==> src/rtl/uart_rx_engine_if.sv <==
// Bus-side view of the UART receive engine: FIFO pop/head, status flags
// and overrun clear. master = register/bus block, slave = rx engine.
interface uart_rx_engine_if #(
   parameter int FIFO_DEPTH = 16
);
   localparam int LVL_W = $clog2(FIFO_DEPTH) + 1;

   logic             rd_en;
   logic             clr_overrun;
   logic [7:0]       rbr_o;
   logic [2:0]       err_o;
   logic             rx_fifo_empty;
   logic             rx_fifo_full;
   logic [LVL_W-1:0] rx_level;
   logic             overrun_o;
   logic             timeout_o;

   modport master (
      output rd_en, clr_overrun,
      input  rbr_o, err_o, rx_fifo_empty, rx_fifo_full, rx_level,
             overrun_o, timeout_o
   );

   modport slave (
      input  rd_en, clr_overrun,
      output rbr_o, err_o, rx_fifo_empty, rx_fifo_full, rx_level,
             overrun_o, timeout_o
   );
endinterface

==> src/rtl/uart_rx_engine.sv <==
// UART receive path: 2-FF synchroniser, 13x/16x oversampled frame FSM with
// 3-sample majority vote, parity/framing/break tagging, show-ahead RX FIFO,
// sticky overrun and character timeout.
module uart_rx_engine #(
   parameter int FIFO_DEPTH   = 16,
   parameter int TIMEOUT_BITS = 40
) (
   input  logic             clk,
   input  logic             rst_n,
   input  logic             baud_tick,
   input  logic             OSM_SEL,
   input  logic [1:0]       WLS,
   input  logic             PEN,
   input  logic             EPS,
   input  logic             STB,
   input  logic             uart_rx_i,
   uart_rx_engine_if.slave  bus
);
   localparam int AW    = $clog2(FIFO_DEPTH);
   localparam int LVL_W = AW + 1;
   localparam int TO_W  = $clog2(TIMEOUT_BITS * 16 + 1);

   typedef enum logic [2:0] {IDLE, START, DATA, PARITY, STOP, BRK_WAIT} state_t;

   // Receiver only ever checks the first stop bit, so STB has no effect.
   logic unused_stb;
   assign unused_stb = STB;

   state_t      state;
   logic        sync1, rx_s;
   logic [3:0]  tick_cnt;
   logic [2:0]  bit_cnt;
   logic        s0, s1;
   logic [7:0]  data_q;
   logic        par_q;
   logic        any_one;
   logic        push_q;
   logic [7:0]  push_data;
   logic [2:0]  push_err;

   logic [3:0]  osr_last, smp_a, smp_b, smp_c;
   logic [2:0]  last_bit;
   logic        vote, par_err;

   assign osr_last = OSM_SEL ? 4'd12 : 4'd15;
   assign smp_a    = OSM_SEL ? 4'd5  : 4'd7;
   assign smp_b    = OSM_SEL ? 4'd6  : 4'd8;
   assign smp_c    = OSM_SEL ? 4'd7  : 4'd9;
   assign last_bit = 3'd4 + {1'b0, WLS};
   // Third sample is taken live on the vote tick.
   assign vote     = (s0 & s1) | (s0 & rx_s) | (s1 & rx_s);
   assign par_err  = PEN & (EPS ? (^data_q ^ par_q) : ~(^data_q ^ par_q));

   // Two-flop synchroniser, idles high so reset never looks like a start bit
   always_ff @(posedge clk or negedge rst_n) begin
      if (!rst_n) begin
         sync1 <= 1'b1;
         rx_s  <= 1'b1;
      end else begin
         sync1 <= uart_rx_i;
         rx_s  <= sync1;
      end
   end

   // Frame FSM: bit timing, majority vote, error tagging and push request
   always_ff @(posedge clk or negedge rst_n) begin
      if (!rst_n) begin
         state     <= IDLE;
         tick_cnt  <= '0;
         bit_cnt   <= '0;
         s0        <= 1'b1;
         s1        <= 1'b1;
         data_q    <= '0;
         par_q     <= 1'b0;
         any_one   <= 1'b0;
         push_q    <= 1'b0;
         push_data <= '0;
         push_err  <= '0;
      end else begin
         push_q <= 1'b0;
         case (state)
            IDLE: begin
               if (!rx_s) begin
                  state    <= START;
                  tick_cnt <= '0;
               end
            end
            BRK_WAIT: begin
               if (rx_s) state <= IDLE;
            end
            default: begin
               if (baud_tick) begin
                  tick_cnt <= (tick_cnt == osr_last) ? 4'd0 : tick_cnt + 4'd1;
                  if (tick_cnt == smp_a) s0 <= rx_s;
                  if (tick_cnt == smp_b) s1 <= rx_s;
                  case (state)
                     START: begin
                        if (tick_cnt == smp_c && vote) begin
                           state <= IDLE;               // false start
                        end else if (tick_cnt == osr_last) begin
                           state   <= DATA;
                           bit_cnt <= '0;
                           data_q  <= '0;
                           any_one <= 1'b0;
                        end
                     end
                     DATA: begin
                        if (tick_cnt == smp_c) begin
                           data_q[bit_cnt] <= vote;
                           if (vote) any_one <= 1'b1;
                        end
                        if (tick_cnt == osr_last) begin
                           if (bit_cnt == last_bit) state <= PEN ? PARITY : STOP;
                           else bit_cnt <= bit_cnt + 3'd1;
                        end
                     end
                     PARITY: begin
                        if (tick_cnt == smp_c) begin
                           par_q <= vote;
                           if (vote) any_one <= 1'b1;
                        end
                        if (tick_cnt == osr_last) state <= STOP;
                     end
                     STOP: begin
                        if (tick_cnt == smp_c) begin
                           push_q <= 1'b1;
                           if (!vote && !any_one) begin
                              push_data <= '0;
                              push_err  <= 3'b110;
                              state     <= BRK_WAIT;
                           end else begin
                              push_data <= data_q;
                              push_err  <= {1'b0, ~vote, par_err};
                              state     <= IDLE;
                           end
                        end
                     end
                     default: state <= IDLE;
                  endcase
               end
            end
         endcase
      end
   end

   // ---------------- RX FIFO ----------------
   logic [10:0]      mem [FIFO_DEPTH];
   logic [AW-1:0]    wr_ptr, rd_ptr;
   logic [LVL_W-1:0] count;
   logic             empty, full, do_pop, do_push, overrun;

   assign empty   = (count == '0);
   assign full    = (count == LVL_W'(FIFO_DEPTH));
   assign do_pop  = bus.rd_en && !empty;
   // A pop in the same cycle frees the slot, so a full FIFO still accepts.
   assign do_push = push_q && (!full || do_pop);

   // Storage array, no reset needed: head output is masked while empty
   always_ff @(posedge clk) begin
      if (do_push) mem[wr_ptr] <= {push_err, push_data};
   end

   // Pointers, occupancy and sticky overrun
   always_ff @(posedge clk or negedge rst_n) begin
      if (!rst_n) begin
         wr_ptr  <= '0;
         rd_ptr  <= '0;
         count   <= '0;
         overrun <= 1'b0;
      end else begin
         if (do_push) wr_ptr <= wr_ptr + AW'(1);
         if (do_pop)  rd_ptr <= rd_ptr + AW'(1);
         case ({do_push, do_pop})
            2'b10:   count <= count + LVL_W'(1);
            2'b01:   count <= count - LVL_W'(1);
            default: ;
         endcase
         if (push_q && full && !do_pop) overrun <= 1'b1;
         else if (bus.clr_overrun)      overrun <= 1'b0;
      end
   end

   // ---------------- character timeout ----------------
   logic [TO_W-1:0] to_cnt, to_thr;
   logic            timeout;

   assign to_thr = OSM_SEL ? TO_W'(TIMEOUT_BITS * 13) : TO_W'(TIMEOUT_BITS * 16);

   // Count idle oversample ticks while data sits unread
   always_ff @(posedge clk or negedge rst_n) begin
      if (!rst_n) begin
         to_cnt  <= '0;
         timeout <= 1'b0;
      end else begin
         if (push_q || bus.rd_en || empty)
            to_cnt <= '0;
         else if (baud_tick && state == IDLE && to_cnt != to_thr)
            to_cnt <= to_cnt + TO_W'(1);
         if (push_q || bus.rd_en)  timeout <= 1'b0;
         else if (to_cnt == to_thr) timeout <= 1'b1;
      end
   end

   assign bus.rbr_o         = empty ? 8'h00 : mem[rd_ptr][7:0];
   assign bus.err_o         = empty ? 3'b000 : mem[rd_ptr][10:8];
   assign bus.rx_fifo_empty = empty;
   assign bus.rx_fifo_full  = full;
   assign bus.rx_level      = count;
   assign bus.overrun_o     = overrun;
   assign bus.timeout_o     = timeout;
endmodule

==> src/flat_wrapper.sv <==
// flat-port wrapper written by rule: the top's interface ports become plain ports
module uart_rx_engine_flat 
#(
   parameter int FIFO_DEPTH   = 16,
   parameter int TIMEOUT_BITS = 40
)
  (clk, rst_n, baud_tick, OSM_SEL, WLS, PEN, EPS, STB, uart_rx_i, bus_rd_en, bus_clr_overrun, bus_rbr_o, bus_err_o, bus_rx_fifo_empty, bus_rx_fifo_full, bus_rx_level, bus_overrun_o, bus_timeout_o);
  uart_rx_engine_if #(.FIFO_DEPTH(FIFO_DEPTH)) bus_i ();
  input  logic clk;
  input  logic rst_n;
  input  logic baud_tick;
  input  logic OSM_SEL;
  input  logic [1:0] WLS;
  input  logic PEN;
  input  logic EPS;
  input  logic STB;
  input  logic uart_rx_i;
  input wire logic [$bits(bus_i.rd_en)-1:0] bus_rd_en;
  input wire logic [$bits(bus_i.clr_overrun)-1:0] bus_clr_overrun;
  output wire logic [$bits(bus_i.rbr_o)-1:0] bus_rbr_o;
  output wire logic [$bits(bus_i.err_o)-1:0] bus_err_o;
  output wire logic [$bits(bus_i.rx_fifo_empty)-1:0] bus_rx_fifo_empty;
  output wire logic [$bits(bus_i.rx_fifo_full)-1:0] bus_rx_fifo_full;
  output wire logic [$bits(bus_i.rx_level)-1:0] bus_rx_level;
  output wire logic [$bits(bus_i.overrun_o)-1:0] bus_overrun_o;
  output wire logic [$bits(bus_i.timeout_o)-1:0] bus_timeout_o;
  assign bus_i.rd_en = bus_rd_en;
  assign bus_i.clr_overrun = bus_clr_overrun;
  assign bus_rbr_o = bus_i.rbr_o;
  assign bus_err_o = bus_i.err_o;
  assign bus_rx_fifo_empty = bus_i.rx_fifo_empty;
  assign bus_rx_fifo_full = bus_i.rx_fifo_full;
  assign bus_rx_level = bus_i.rx_level;
  assign bus_overrun_o = bus_i.overrun_o;
  assign bus_timeout_o = bus_i.timeout_o;
  uart_rx_engine #(.FIFO_DEPTH(FIFO_DEPTH), .TIMEOUT_BITS(TIMEOUT_BITS)) u_core (.clk(clk), .rst_n(rst_n), .baud_tick(baud_tick), .OSM_SEL(OSM_SEL), .WLS(WLS), .PEN(PEN), .EPS(EPS), .STB(STB), .uart_rx_i(uart_rx_i), .bus(bus_i));
endmodule
==> config.mk <==
export PLATFORM = sky130hd
export DESIGN_NAME = uart_rx_engine_flat
export DESIGN_NICKNAME = d
export VERILOG_FILES = /design/src/rtl/uart_rx_engine_if.sv /design/src/rtl/uart_rx_engine.sv /design/src/flat_wrapper.sv
export SDC_FILE = /design/constraint.sdc
export NUM_CORES = 1
export LEC_CHECK = 0
export CAP_MARGIN = 15
export CORE_UTILIZATION = 45
export DETAILED_ROUTE_END_ITERATION = 6
export SKIP_LAST_GASP = 1
export SLEW_MARGIN = 20
export SYNTH_ARGS = -nofsm -noshare
export SYNTH_HDL_FRONTEND = slang
export SYNTH_SLANG_ARGS = --single-unit
==> constraint.sdc <==
create_clock -name clk -period 3.4 [get_ports clk]
set_clock_uncertainty 0.05 [all_clocks]
set_input_delay 0.34 -clock clk [delete_from_list [all_inputs] [get_ports clk]]
set_output_delay 0.34 -clock clk [all_outputs]
set_load 0.01 [all_outputs]
### Word-level counts from Yosys, hierarchy flattened

Memories as Yosys holds them, arrays and structs flattened.
Index checks and enable logic that the tools add are counted.

| operators by class | value |
|---|---|
| add/subtract/negate cells | 8 |
| multipliers | 0 |
| div/mod/pow operators | 0 |
| $lt $le $gt $ge | 2 |
| equal/unequal tests | 29 |
| shift-type cells | 0 |
| muxes and demuxes | 57 |
| bitwise operators | 11 |
| reductions and logical operators | 39 |

Operator list:

| operator | count |
|---|---|
| $mux 3 | 17 |
| $mux 8 | 6 |
| $mux 10 | 2 |
| $mux 4 | 5 |
| $eq 4x4->1 | 4 |
| $mux 1 | 16 |
| $pmux 8 s2 | 1 |
| $reduce_and 7->1 | 2 |
| $reduce_bool 2->1 | 7 |
| $add 4x1->4 const B | 3 |
| $ne 2x1->1 const B | 6 |
| $ne 4x1->1 const B | 3 |
| $pmux 3 s2 | 2 |
| $pmux 3 s4 | 1 |
| $add 10x1->10 const B | 1 |
| $eq 10x10->1 | 1 |
| $ne 10x10->1 | 1 |
| $pmux 5 s2 | 1 |
| $logic_and 1x1->1 | 9 |
| $reduce_and 3->1 | 3 |
| $bwmux 8 | 1 |
| $pmux 4 s2 | 1 |
| $reduce_and 4->1 | 2 |
| $reduce_and 8->1 | 1 |
| other kinds (31) | 50 |

| word-level totals | value |
|---|---|
| register bits after elaboration | 61 |
| bits in latches | 0 |
| RAM bits | 176 |
| ROM bits | 0 |
| input port bits | 12 |
| logic and storage cells | 166 |
| memories | 1 |

Memories:

| memory | words | width | rd ports | clocked after memory_dff | wr ports | RTL line | source |
|---|---|---|---|---|---|---|---|
| u_core.mem | 16 | 11 | 1 | 0 | 1 | uart_rx_engine.sv:147 | `logic [10:0] mem [FIFO_DEPTH];` |

### Logic depth before layout (Yosys ltp)

| depth | value |
|---|---|
| depth in word-level cells | 10 |
| depth in mapped cells | 11 |
| mapped depth without buffers | 10 |

### Worst setup path after synthesis

OpenSTA, ideal clock, no wires.

| timing path | value |
|---|---|
| path kind | reg-to-output |
| from | reg u_core.rd_ptr[0] |
| to | out bus_err_o[0] |
| data arrival time | 2.020 ns |
| path slack | 0.990 ns |
| cell stages (with the launch flop) | 6 |
| path buffers | 2 |
| cells stage by stage | dfrtp_1 buf_2 buf_2 mux4_2 mux4_2 nor2b_1 |

| on the way | value |
|---|---|
| longest elaborated chain between the ends | 2 |

Ends and longest elaborated chain:

| item | RTL line | source |
|---|---|---|
| from (decl) | uart_rx_engine.sv:148 | `logic [AW-1:0] wr_ptr, rd_ptr;` |
| from (signal assigned) | uart_rx_engine.sv:172 | `if (do_pop) rd_ptr <= rd_ptr + AW'(1);` |
| $mem_v2 16x11 | -- |  |
| $mux 3 | uart_rx_engine.sv:205 | `assign bus.err_o = empty ? 3'b000 : mem[rd_ptr][10:8];` |
| to (decl) | flat_wrapper.sv:21 | `output wire logic [$bits(bus_i.err_o)-1:0] bus_err_o;` |

Every way passes these cells.

### Worst setup path after layout

Ends and elaborated chain as after synthesis.

==> flow_summary.toml <==
[power]
switching_share_pct = 27.7
p_per_area_nw_per_um2 = 702
leakagePower_nw = 4.01
p_sw_mw = 2.27
vdd_drop_max_mv = 0.451
clkPwrFrac_pct = 32.7
seqPwrFrac_pct = 43.8
power_frac_comb_pct = 23.6
p_int_mw = 5.92

[floorplan]
ios = 32
die_h_microns = 151
die-area_sq_um = 22900
rows = 54
die_w_microns = 151
initial_core_util_pct = 46.0
coreArea_sq_um = 21800

[cts]
clock_path_buffers = 3
cts_setup_buffers = 0
worstSkewPairLatency_ns = 0.51
root_buffer = "clkbuf_16"
path_clk_slew_ns = 0.06
clkSinkCount = 237
cts_made_buffers = 25
cts_tree = "done"
cts.htree.levels = 1

[grt]
grt_overflow = 0
grt_pass1_wl_microns = 31500
grt_max_degree = 44
grt_pass1_vias = 5481
antenna_found_initial = 0
grt_usage_pct = 18.6

[layout]
finish.instance_area_sq_um = 11700
utilization_pct = 53.5
area_growth_pct = 16.4
drive_above_1_share_pct = 21.3
layout.nets = 679
num_antenna_cells = 0
nFillCells = 1749

[sta]
setup_viol = 0
post-route-min-period_ns = 3.32
setup_slack_ns = 0.0796
tns_ns = 0
worst_pin_slew_ns = 0.812
maxClockFrequency_mhz = 301
finalMaxSlewViolations = 0
rsz0062_at_grt = "yes"
period_share_pct = 97.7
relSlewSlack_pct = 45.9
timing.final.hold_violations = 0

[route]
drtPass1Iterations = 4
first_iter_violations = 272
drc = 0
postRouteWirelength_microns = 20000
wl_per_cell_microns = 20.9
top_layer_used = "met4"
wl_met2_microns = 10200
vias = 5280
ant_nets = 0
wl_met3_microns = 750
met1Wirelength_microns = 8790
vias_per_cell = 5.52

[synth]
synth_top_family_by_area = "multiplexers"
muxShareOfSynthArea_pct = 13.9
yosys.area_share.simple_pct = 8.14
synthXorXnorAreaFrac_pct = 2.97
ys.flop_type = "edfxtp_1"
synthAdderAreaFrac_pct = 1.35
synth_cell_types = 55
syn-num-nets = 622
ys_seq_area_share_pct = 67.9
async_flop_share_pct = 25.7
yosysWarnings = 0
syn_inst = 600
synth-compound-area-share_pct = 4.00
synth_area_per_cell_sq_um = 16.7
synth_edf_count = 176
synth_area_sq_um = 10000
ys_ff_latch = 237

[setup_path]
worstSetupEndpointType = "output port"
cp_data_required_time_ns = 3.01
rr_startpoint = "u_core.bus.rx_level[0]"
cp_data_arrival_time_ns = 2.93
crit_path_start_kind = "register"
critPathKind = "register to output port"
startpoint = "u_core.rd_ptr[0]"
critPathMaxFanout = 27

[min_path]
worstHoldStart = "uart_rx_i"
min_path_type = "input pin to register"

[placement]
post-dp-hpwl_microns = 12900
place_ws_ns = 0.535
gp_congestion = 0.745
post_dp_cell_area_sq_um = 10800
port_buffers = 30

[job]
cap_viol_max_count = 0

[status]
outcome = "finished clean"
## Yosys cell counts (all sizes together), types with 2 or more instances
| library cell | count | area (sq um) |
|---|---|---|
| o21a | 2 | 15.0 |
| inv | 13 | 48.8 |
| nor4b | 3 | 38.8 |
| dfstp | 4 | 105 |
| a22o | 9 | 78.8 |
| edfxtp | 176 | 5290 |
| mux2i | 10 | 100 |
| xor2 | 13 | 114 |
| mux4 | 55 | 1240 |
| nand2b | 5 | 31.3 |
| buf | 12 | 58.8 |
| xnor2 | 21 | 184 |
| a31oi | 2 | 12.5 |
| o31ai | 2 | 15.0 |
| nor4 | 6 | 37.5 |
| nor3b | 4 | 30.0 |
| nand3 | 8 | 40.0 |
| and2 | 18 | 113 |
| o22ai | 2 | 12.5 |
| nand4 | 8 | 50.1 |
| and4 | 2 | 17.5 |
| a21o | 2 | 15.0 |
| a21oi | 8 | 51.3 |
| o21ai | 20 | 100 |
| mux2 | 5 | 56.3 |
| a211oi | 2 | 15.0 |
| or3 | 4 | 25.0 |
| nor2b | 13 | 81.3 |
| ha | 10 | 125 |
| and3 | 3 | 18.8 |
| clkbuf | 17 | 63.8 |
| nand2 | 24 | 90.1 |
| nor3 | 10 | 55.1 |
| nor2 | 35 | 134 |
| dfrtp | 57 | 1430 |
## worst paths after layout
kind,cells after the start,slack [ns],to
setup / recovery,5,0.08,bus_err_o[0]
hold / removal,1,0.19,u_core.sync1
setup reg to reg,6,0.73,u_core.mem[13][6]
hold reg to reg,0,0.31,u_core.rx_s
max in group asynchronous,4,2.22,u_core.sync1
min in group asynchronous,2,0.21,u_core.bus.rx_level[4]
## final cells by class
type	count	area, sq um	area share, %
timing repair buffer	59	582	4.98
inverter	13	48.8	0.418
sequential	237	6820	58.4
clock inverter	13	118	1.01
multi-input combinational	321	3050	26.1
tap	280	350	3.00
clock buffer	33	711	6.09
## cells in the final DEF (no fill, tap or decap), drive strengths merged, types with 3 or more instances in the layout
cell type      instances
xnor2                 21
mux4                  55
and3                   3
nor4b                  3
dfstp                  4
nor2                  35
a21oi                  8
o21ai                 20
xor2                  13
a22o                   9
nand2                 24
nor3b                  4
clkdlybuf4s50         29
nand4                  8
mux2i                 10
mux2                   5
clkbuf                33
clkinv                10
nor3                  10
inv                   14
dfrtp                 57
nand2b                 5
nor2b                 13
and2                  18
nand3                  8
or3                    4
ha                    10
edfxtp               176
nor4                   6
buf                   29
## logic make-up (layout without fill, tap and decap cells)
group	Yosys count	in the layout
muxes	70	70
and+or+nand+nor	149	149
buffers and inverters	42	118
DFF	237	237
xor gates and xnor gates	34	34
adders and majority gates	11	11
AOI/OAI and AO/OA	57	57
## what timing repair did
| item | 4_1_cts | 5_1_grt |
|---|---|---|
| gates resized for setup | 2 | 0 |
| endpoints found under the setup margin | 2 | 1 |
| hold buffers | 1 | 0 |
| endpoints found under the hold margin | 41 | 0 |
## registers in the layout, summed over array words and instances (netlist names), 3 cells and up
signal,count
u_core.mem,176
u_core.to_cnt,10
u_core.data_q,8
u_core.push_data,8
u_core.bus.rx_level,5
u_core.rd_ptr,4
u_core.tick_cnt,4
u_core.wr_ptr,4
u_core.bit_cnt,3
u_core.push_err,3
u_core.state,3
## per-stage QoR
stage / hold WS (ns) / cells / power (mW)
3_5_place_dp: 0.298 / 908 / 5.61
2_1_floorplan: -0.00559 / 600 / 4.91
5_1_grt: 0.186 / 956 / 8.60
4_1_cts: 0.181 / 955 / 8.30
3_3_place_gp: 0.300 / 908 / 5.55
6_report: 0.193 / 956 / 8.19
## worst max-delay path, stage by stage (launching register included)
cell and delay [ns]:
dfrtp_2 0.42, buf_12 0.25, mux4_2 0.56, mux4_2 0.52
nor2b_1 0.16, clkdlybuf4s50_1 0.48
## power groups by stage
stage	registers [mW]	logic [mW]	clock network [mW]
floorplan	3.41	1.50	0
global placement	3.63	1.92	0
detailed placement	3.65	1.96	0
CTS	3.59	1.97	2.74
global route	3.62	2.12	2.86
finish	3.59	1.93	2.68
## per-layer routing
metal  up-vias  GRT usage (%)
met5         -              0
met4         0           3.80
met3        20           2.68
met2        94           32.2
met1      2722           25.1
li1       2444              -
Note: power is estimated with default switching activity, not from simulation.
